[src/rtl/i2c_line_count_logger.sv]
// Sends each accepted frame_lines sample to the diagnostic logger as a single I2C master write.
// Define I2C_SEQ_BYTE_EN to append a per-transaction sequence byte after the line count.
module i2c_line_count_logger #(
   parameter int unsigned CLK_DIV    = 4,
   parameter logic [6:0]  SLAVE_ADDR = 7'h08
) (
   input  logic       cam_pclk,
   input  logic       cam_reset,
   input  logic       new_frame,
   input  logic [9:0] frame_lines,
   output logic       busy,
   output logic       scl_oe,
   output logic       sda_oe,
   input  logic       sda_in,
   output logic       ack_err,
   output logic [7:0] drop_cnt
);

   localparam int unsigned DivW = (CLK_DIV > 1) ? $clog2(CLK_DIV) : 1;
`ifdef I2C_SEQ_BYTE_EN
   localparam logic [1:0] LastByte = 2'd3;
`else
   localparam logic [1:0] LastByte = 2'd2;
`endif

   typedef enum logic [2:0] {StIdle, StStart, StData, StAck, StStop} state_e;

   state_e          state_q, state_d;
   logic [DivW-1:0] div_q, div_d;
   logic [1:0]      qtr_q, qtr_d;
   logic [2:0]      bit_q, bit_d;
   logic [1:0]      byte_q, byte_d;
   logic [7:0]      shreg_q, shreg_d;
   logic [9:0]      lines_q, lines_d;
   logic            nack_q, nack_d;
   logic [7:0]      drop_q, drop_d;
   logic            busy_q, scl_q, sda_q, ack_err_q;
   logic            scl_d, sda_d, ack_err_d;
   logic [7:0]      next_byte;
   logic            tick, sample, bit_end;
`ifdef I2C_SEQ_BYTE_EN
   logic [7:0]      seq_q, seq_d;
`endif

   assign tick    = (div_q == DivW'(CLK_DIV - 1));
   assign sample  = tick && (qtr_q == 2'd2);
   assign bit_end = tick && (qtr_q == 2'd3);

   // Byte loaded after the ACK slot of byte_q.
   always_comb begin
      next_byte = lines_q[7:0];
      case (byte_q)
         2'd0:    next_byte = {6'b0, lines_q[9:8]};
         2'd1:    next_byte = lines_q[7:0];
`ifdef I2C_SEQ_BYTE_EN
         2'd2:    next_byte = seq_q;
`endif
         default: next_byte = lines_q[7:0];
      endcase
   end

   always_comb begin
      state_d   = state_q;
      div_d     = div_q;
      qtr_d     = qtr_q;
      bit_d     = bit_q;
      byte_d    = byte_q;
      shreg_d   = shreg_q;
      lines_d   = lines_q;
      nack_d    = nack_q;
      drop_d    = drop_q;
      ack_err_d = 1'b0;
`ifdef I2C_SEQ_BYTE_EN
      seq_d     = seq_q;
`endif
      if (state_q == StIdle) begin
         if (new_frame) begin
            state_d = StStart;
            lines_d = frame_lines;
            nack_d  = 1'b0;
            div_d   = '0;
            qtr_d   = 2'd0;
         end
      end else begin
         if (new_frame && drop_q != 8'hFF) drop_d = drop_q + 8'd1;
         div_d = tick ? '0 : div_q + DivW'(1);
         if (tick) qtr_d = qtr_q + 2'd1;
         if (state_q == StAck && sample && sda_in) begin
            nack_d    = 1'b1;
            ack_err_d = 1'b1;
         end
         if (bit_end) begin
            case (state_q)
               StStart: begin
                  state_d = StData;
                  bit_d   = 3'd0;
                  byte_d  = 2'd0;
                  shreg_d = {SLAVE_ADDR, 1'b0};
               end
               StData: begin
                  if (bit_q == 3'd7) begin
                     state_d = StAck;
                  end else begin
                     bit_d   = bit_q + 3'd1;
                     shreg_d = {shreg_q[6:0], 1'b0};
                  end
               end
               StAck: begin
                  if (nack_q || byte_q == LastByte) begin
                     state_d = StStop;
                  end else begin
                     state_d = StData;
                     bit_d   = 3'd0;
                     byte_d  = byte_q + 2'd1;
                     shreg_d = next_byte;
                  end
               end
               StStop: begin
                  state_d = StIdle;
`ifdef I2C_SEQ_BYTE_EN
                  if (!nack_q) seq_d = seq_q + 8'd1;
`endif
               end
               default: state_d = StIdle;
            endcase
         end
      end
   end

   // Pad drive is decoded from next-state so the registered outputs line up with the phase.
   always_comb begin
      scl_d = 1'b0;
      sda_d = 1'b0;
      case (state_d)
         StStart: begin
            sda_d = qtr_d[1];
            scl_d = (qtr_d == 2'd3);
         end
         StData: begin
            scl_d = ~qtr_d[1];
            sda_d = ~shreg_d[7];
         end
         StAck:   scl_d = ~qtr_d[1];
         StStop: begin
            scl_d = (qtr_d == 2'd0);
            sda_d = ~qtr_d[1];
         end
         default: ;
      endcase
   end

   always_ff @(posedge cam_pclk) begin
      if (cam_reset) begin
         state_q   <= StIdle;
         div_q     <= '0;
         qtr_q     <= 2'd0;
         bit_q     <= 3'd0;
         byte_q    <= 2'd0;
         shreg_q   <= 8'd0;
         lines_q   <= 10'd0;
         nack_q    <= 1'b0;
         drop_q    <= 8'd0;
         busy_q    <= 1'b0;
         scl_q     <= 1'b0;
         sda_q     <= 1'b0;
         ack_err_q <= 1'b0;
`ifdef I2C_SEQ_BYTE_EN
         seq_q     <= 8'd0;
`endif
      end else begin
         state_q   <= state_d;
         div_q     <= div_d;
         qtr_q     <= qtr_d;
         bit_q     <= bit_d;
         byte_q    <= byte_d;
         shreg_q   <= shreg_d;
         lines_q   <= lines_d;
         nack_q    <= nack_d;
         drop_q    <= drop_d;
         busy_q    <= (state_d != StIdle);
         scl_q     <= scl_d;
         sda_q     <= sda_d;
         ack_err_q <= ack_err_d;
`ifdef I2C_SEQ_BYTE_EN
         seq_q     <= seq_d;
`endif
      end
   end

   assign busy     = busy_q;
   assign scl_oe   = scl_q;
   assign sda_oe   = sda_q;
   assign ack_err  = ack_err_q;
   assign drop_cnt = drop_q;

endmodule

[config.mk]
export PLATFORM = sky130hd
export DESIGN_NAME = i2c_line_count_logger
export DESIGN_NICKNAME = d
export VERILOG_FILES = /design/src/rtl/i2c_line_count_logger.sv
export SDC_FILE = /design/constraint.sdc
export NUM_CORES = 1
export LEC_CHECK = 0
export CORE_ASPECT_RATIO = 0.75
export CORE_MARGIN = 3
export CORE_UTILIZATION = 45
export DETAILED_ROUTE_END_ITERATION = 7
export PLACE_DENSITY = 0.75
export SLEW_MARGIN = 20
export SYNTH_ARGS = -nofsm -noshare
export SYNTH_HDL_FRONTEND = slang
export SYNTH_SLANG_ARGS = --single-unit
[constraint.sdc]
create_clock -name cam_pclk -period 1.7 [get_ports cam_pclk]
set_input_delay 0.425 -clock cam_pclk [delete_from_list [all_inputs] [get_ports cam_pclk]]
set_output_delay 0.425 -clock cam_pclk [all_outputs]
set_load 0.02 [all_outputs]
==> metrics.md, run 1 <==
| Metric | Value |
|---|---|
| GRT met3 Usage | `4.639%` |
| Clock-pin slew on the worst setup and hold paths | `0.08 ns` |
| Post-synth cell types | `49` |
| YS warnings | `0` |
| Clk Latency, worst-skew pair | `0.30 ns` |
| Post-synth EDFFs | `0` |
| Worst-Margin Slew | `0.3814 ns` |
| Starting Density | `48.54%` |
| Count of input and output buffers | `25` |
| Diode count | `0` |
| Post-Syn Area | `0.002041 mm2` |
| Switching power share of the total | `21.77%` |
| Type of origin of the critical path | `flip-flop` |
| First-pass GRT wire length | `8148 um` |
| TritonCTS clock tree | `done` |
| Main synth FF type | `dfxtp_1` |
| Clock H-tree levels | `2` |
| Post-synthesis cell count | `237` |
| Setup TNS Final | `-0.06138 ns` |
| Post-route cell area | `0.003014 mm2` |
| Vias in the first global route | `1728` |
| Area delta synth->final | `47.70%` |
| GR Util met2 | `28.57%` |
| Via density | `5.435` |
| Largest net degree at the start of global routing | `22` |
| # DRC | `0` |
| Row count | `20` |
| Final period util | `102.1%` |
| Worst path slowest cell | `or3b_1` |
| Tmin final | `1.735 ns` |
| RePlAce Congestion | `0.8757` |
| Main area contributors after synthesis | `dfxtp_1 (42%), nor2_1 (6.4%), nand2_1 (5.2%), ha_1 (4.9%), a21oi_1 (4.7%)` |
| Max Slew Vio Count | `0` |
| Kind of critical path | `flip-flop to flip-flop` |
| Total GRT Usage | `18.60%` |
| Num CTS Buffers | `5` |
| Wire per inst | `14.22 um` |
| Root buffer cell | `clkbuf_8` |
| Peak supply drop | `550.6 uV` |
| Hold Worst Slack | `0.4599 ns` |
| Status | `complete, but fails checks` |
| Critical Path RT | `1.91 ns` |
| Max-Slew Margin vs Limit | `74.51%` |
| CTS Hold Buffers Added | `0` |
| Worst R2R Path Depth | `6` |
| RSZ-0062 raised after global routing | `true` |
| Comb pwr share | `9.2%` |
| # IOs | `26` |
| Initial antenna violation count | `0` |
| Mean Syn Cell Area | `8.611 um2` |
| Vert. Die Dim | `64.32 um` |
| Detail Route Antenna Nets | `0` |
| Fmax | `576.2 MHz` |
| Reg power frac | `47.7%` |
| Synth async-reset ratio | `0%` |
| Die width | `83.76 um` |
| Core area | `0.004204 mm2` |
| Sequential area share after synthesis | `42.18%` |
| Leakage | `1.195 nW` |
| Crit. End Element | `flip-flop` |
| Crit path DAT | `1.94 ns` |
| DRT Pass-1 Iters | `4` |
| P_int | `1.721 mW` |
| Clock power frac | `43.1%` |
| Top cell type by total area after synthesis | `dfxtp_1` |
| Worst Skew | `0.004922 ns` |
| Synth top area share | `42.18%` |
| Nets | `325` |
| Dpl hpwl | `3329 um` |
| CP max FO | `5` |
| Iter 0 DRT Violations | `179` |
| Clock Sinks | `43` |
| Final hold vios | `0` |
| Failing checks | `negative setup slack` |
| Placed cell area | `0.002639 mm2` |
| DR vias | `1951` |
| Die area | `0.005387 mm2` |
| Final WL | `5104 um` |
| Critical-path cell list | `ha_4 > ha_4 > and3_4 > a221oi_4 > or3b_1 > o32ai_1` |
| Net count after synthesis | `259` |
| Hold path cells | `2` |
| Global-route met1 utilization | `25.51%` |
| GR peak layer | `met2` |
| Critical path's most frequent cell | `ha_4` |
| Hold Path Class | `flip-flop to flip-flop` |
| Max_cap viols | `0` |
| Synthesized flop and latch total | `43` |
| Maximum clock insertion buffer count | `2` |
| Layout cells sized above 1 | `31.58%` |
| Final critical-path setup slack | `-0.03547 ns` |
| Final-report setup violation count | `2` |
| Max stage delay on crit path | `0.38 ns` |
| NetSw | `0.4787 mW` |
| Remaining global-route overflow | `0` |
| Power Density | `729.7 mW/mm2` |
-- power groups by stage --
| stage | registers, mW | logic [mW] | clock network (mW) |
|---|---|---|---|
| after floorplan | 1.07 | 0.0954 | 0 |
| after global placement | 1.07 | 0.175 | 0 |
| after detailed placement | 1.07 | 0.178 | 0 |
| after CTS | 1.05 | 0.186 | 0.966 |
| after global routing | 1.05 | 0.223 | 1.01 |
| final | 1.05 | 0.203 | 0.947 |
-- per-stage QoR --
| stage | power, mW | util, % | instances | setup slack (ns) |
|---|---|---|---|---|
| CTS | 2.200 | 68.51 | 354 | -0.1011 |
| global route | 2.284 | 71.70 | 359 | -0.1577 |
| global placement | 1.246 | 62.77 | 344 | -0.2601 |
| detailed placement | 1.249 | 62.77 | 344 | -0.3484 |
| floorplan | 1.166 | - | 237 | -0.01104 |
| finish | 2.200 | 71.70 | 359 | -0.03547 |
-- cell type report --
cell class                 instances  area, um2
clock inverter                     3      67.56
clock buffer                       5      68.82
multi-input combinational        177       1308
inverter                           5      18.77
sequential                        43      868.3
tap                               55      68.82
fill                             317       1190
timing repair buffer              71      614.3
-- worst paths after layout --
path	startpoint	end	slack (ns)
max	bit_q[0]$_SDFFE_PP0P_	sda_oe$_SDFF_PP0_	-0.04
min	lines_q[1]$_SDFFE_PP0P_	lines_q[1]$_SDFFE_PP0P_	0.46
max reg2reg	bit_q[0]$_SDFFE_PP0P_	sda_oe$_SDFF_PP0_	-0.04
min reg2reg	lines_q[1]$_SDFFE_PP0P_	lines_q[1]$_SDFFE_PP0P_	0.46
-- worst max-delay path: cells and delay by family, from the launching register on --
family	cells	cell delay, ns
flops	1	0.34
simple gates	2	0.56
fa+ha+maj	2	0.33
compound gates	2	0.41
-- synth_stat cells (all sizes together) (4+ instances only) --
cell type	n
nand2	29
a21oi	21
nor2	36
inv	5
a211oi	6
nor2b	5
mux2i	7
ha	8
nor3	7
nand3	6
a22oi	4
dfxtp	43
o21ai	4
clkbuf	7
buf	5
xor2	5
-- placed cells by master (no fill, tap or decap), types with 4 or more instances in the layout --
cell type / count
dfxtp_1: 37
nor3_1: 5
xor2_1: 5
nor2b_1: 4
a21oi_1: 17
clkdlybuf4s50_1: 16
clkbuf_8: 5
nor2_1: 34
mux2i_1: 7
dlygate4sd2_1: 7
buf_6: 6
nand3_1: 5
nand2_1: 28
ha_4: 5
dfxtp_2: 6
a211oi_2: 4
buf_4: 40
inv_1: 4
-- state kept, by name (all words and copies together) (netlist names) --
name      flops
lines_q      10
busy          1
nack_q        1
state_q       3
div_q         2
sda_oe        1
shreg_q       8
bit_q         3
qtr_q         2
drop_cnt      8
scl_oe        1
byte_q        2
ack_err       1
-- kinds of logic after synthesis --
logic type,after synthesis,synth area share [%]
xor gates and xnor gates,6,2.575
AOI/OAI and AO/OA,52,18.27
and+or+nand+nor,104,24.77
DFF,43,42.18
muxes,7,3.434
buffers and inverters,17,3.862
adders and majority gates,8,4.905
-- metal layers --
metal	vias to the layer above	routed length (um)
li1	976	-
met1	925	2561
met2	43	2275
met3	7	214
met4	0	53
met5	-	0
-- what timing repair did --
item | in CTS | in global routing
pin swaps | 8 | 16
setup endpoints to repair | 19 | 19
buffers inserted | 2 | 5
gates resized for setup | 28 | 23
(Power assumes the default switching activity.)
==> run 2: changes to the inputs <==
TNS_END_PERCENT = 30   (was default)
==> run 2 against run 1 <==
Final cell count did not move. Largest power group unchanged. The run still ends with negative setup slack left. Clock skew barely moved. Cell area fell by 0.66%. First-iteration DRC count rose by 8.4%. Hold slack improved by 0.00054 ns. Sequential share of layout area rose by 0.19 points. Combinational power barely moved. Global-route usage did not move. Count of clock-buffer cells in the layout did not move.
==> metrics.md, run 2 (synthesis results as in run 1) <==
| Metric | Value |
|---|---|
| Failing checks | `negative setup slack` |
| Vert. Die Dim | `64.32 um` |
| Total Power | `2.200 mW` |
| Crit. End Element | `flip-flop` |
| Most frequent cells in the layout | `buf_4 (41), dfxtp_1 (37), nor2_1 (34)` |
| RSZ-0062 raised after global routing | `true` |
| Leakage | `1.195 nW` |
| Maximum clock insertion buffer count | `2` |
| Clk Latency, worst-skew pair | `0.30 ns` |
| Num CTS Buffers | `5` |
| Status | `complete, but fails checks` |
| RePlAce Congestion | `0.8757` |
| Tmin final | `1.741 ns` |
| # IOs | `26` |
| Max-Slew Margin vs Limit | `74.99%` |
| Worst path top cell family by delay | `simple AND/OR/NAND/NOR gates` |
| Root buffer cell | `clkbuf_8` |
| Via density | `5.393` |
| Dpl hpwl | `3329 um` |
| Fin cells | `359` |
| Crit path DAT | `1.95 ns` |
| Most common cell after layout, fill and taps aside | `buf_4` |
| Final-report setup violation count | `2` |
| Post-route cell area | `0.002994 mm2` |
| Die area | `0.005387 mm2` |
| Initial antenna violation count | `0` |
| First-pass GRT wire length | `8148 um` |
| Worst Skew | `0.004670 ns` |
| Vias in the first global route | `1728` |
| Power Density | `734.9 mW/mm2` |
| Worst-Margin Slew | `0.3742 ns` |
| CP max FO | `5` |
| Final WL | `5081 um` |
| # fillers | `322` |
| Placed cells | `344` |
| Largest Register | `lines_q` |
| # DRC | `0` |
| Layout cells sized above 1 | `30.59%` |
| Max Slew Vio Count | `0` |
| Clock-pin slew on the worst setup and hold paths | `0.08 ns` |
| Setup TNS Final | `-0.06541 ns` |
| Final period util | `102.4%` |
| Critical path's most frequent cell | `ha_4` |
| Nets | `325` |
| TritonCTS clock tree | `done` |
| Max stage delay on crit path | `0.38 ns` |
| Count of input and output buffers | `25` |
| Core area | `0.004204 mm2` |
| Type of origin of the critical path | `flip-flop` |
| Clock Sinks | `43` |
| Max_cap viols | `0` |
| DRT Pass-1 Iters | `4` |
| Kind of critical path | `flip-flop to flip-flop` |
| Starting Density | `48.54%` |
| Diode count | `0` |
| DR vias | `1936` |
| Critical-path cell list | `ha_4 > ha_4 > and3_4 > a221oi_4 > or3b_1 > o32ai_1` |
| Clock H-tree levels | `2` |
| Max reg flops | `10` |
| Hold Worst Slack | `0.4605 ns` |
| Hold Path Class | `flip-flop to flip-flop` |
| Worst path bufs/invs | `0` |
| Final hold vios | `0` |
| Die width | `83.76 um` |
| Remaining global-route overflow | `0` |
| Row count | `20` |
| Post-Place Setup Slack | `-0.3484 ns` |
| Area delta synth->final | `46.72%` |
| Detail Route Antenna Nets | `0` |
| Placed cell area | `0.002639 mm2` |
| Final critical-path setup slack | `-0.04063 ns` |
| Peak supply drop | `523.9 uV` |
| Reg2reg setup slack | `-0.04 ns` |
| Largest net degree at the start of global routing | `22` |
| Fmax | `574.5 MHz` |
| Wire per inst | `14.15 um` |
| Critical Path RT | `1.91 ns` |
| Total GRT Usage | `18.60%` |
| Final Util | `71.22%` |
| Iter 0 DRT Violations | `194` |
| Worst path slowest cell | `or3b_1` |
==> run 2: cell count changes in the layout (fill, tap and decap cells not counted) <==
cell,delta
a21oi_1,+1
nand3_1,+1
a21oi_2,-1
or2_2,+1
a211oi_1,+1
or2_4,-1
nand3_2,-1
buf_6,-1
a211oi_2,-1
buf_4,+1
==> run 2: where the power goes <==
group	total, mW	switching (mW)	internal, mW
combinational	0.200	0.0960	0.104
sequential	1.05	0.0191	1.03
clock	0.951	0.365	0.586
==> run 2: final timing paths <==
path,start,to,cells after the start
max,bit_q[0]$_SDFFE_PP0P_,sda_oe$_SDFF_PP0_,6
min,lines_q[0]$_SDFFE_PP0P_,lines_q[0]$_SDFFE_PP0P_,2
min reg2reg,lines_q[0]$_SDFFE_PP0P_,lines_q[0]$_SDFFE_PP0P_,2
max reg2reg,bit_q[0]$_SDFFE_PP0P_,sda_oe$_SDFF_PP0_,6
==> run 2: layout make-up <==
| type | count | area (um2) | area share, % |
|---|---|---|---|
| well taps | 55 | 68.82 | 2.298 |
| clock inverters | 3 | 67.56 | 2.257 |
| clock buffers | 5 | 68.82 | 2.298 |
| flip-flops and latches | 43 | 868.3 | 29.00 |
| multi-input cells | 177 | 1291 | 43.13 |
| repair buffers | 71 | 610.6 | 20.39 |
| inverters | 5 | 18.77 | 0.6268 |
==> run 2: worst register-to-register path: cells and delay by family (launching register included) <==
| kind | cells | cell delay, ns |
|---|---|---|
| and+or+nand+nor | 2 | 0.56 |
| AOI/OAI and AO/OA | 2 | 0.41 |
| DFF | 1 | 0.34 |
| adders and majority gates | 2 | 0.33 |
==> run 2: per-layer routing <==
layer	track usage [%]	vias to the layer above	part of all wire, %
li1	-	974	-
met3	4.639	6	4.2
met5	0	-	0
met4	6.225	0	1.2
met1	25.51	911	51
met2	28.57	45	44
==> run 2: repair_timing <==
action | in CTS | in global routing
gates resized for setup | 28 | 18
endpoints found under the setup margin | 19 | 19
pin swaps | 8 | 11
buffers inserted | 2 | 5
hold buffers | 0 | 0
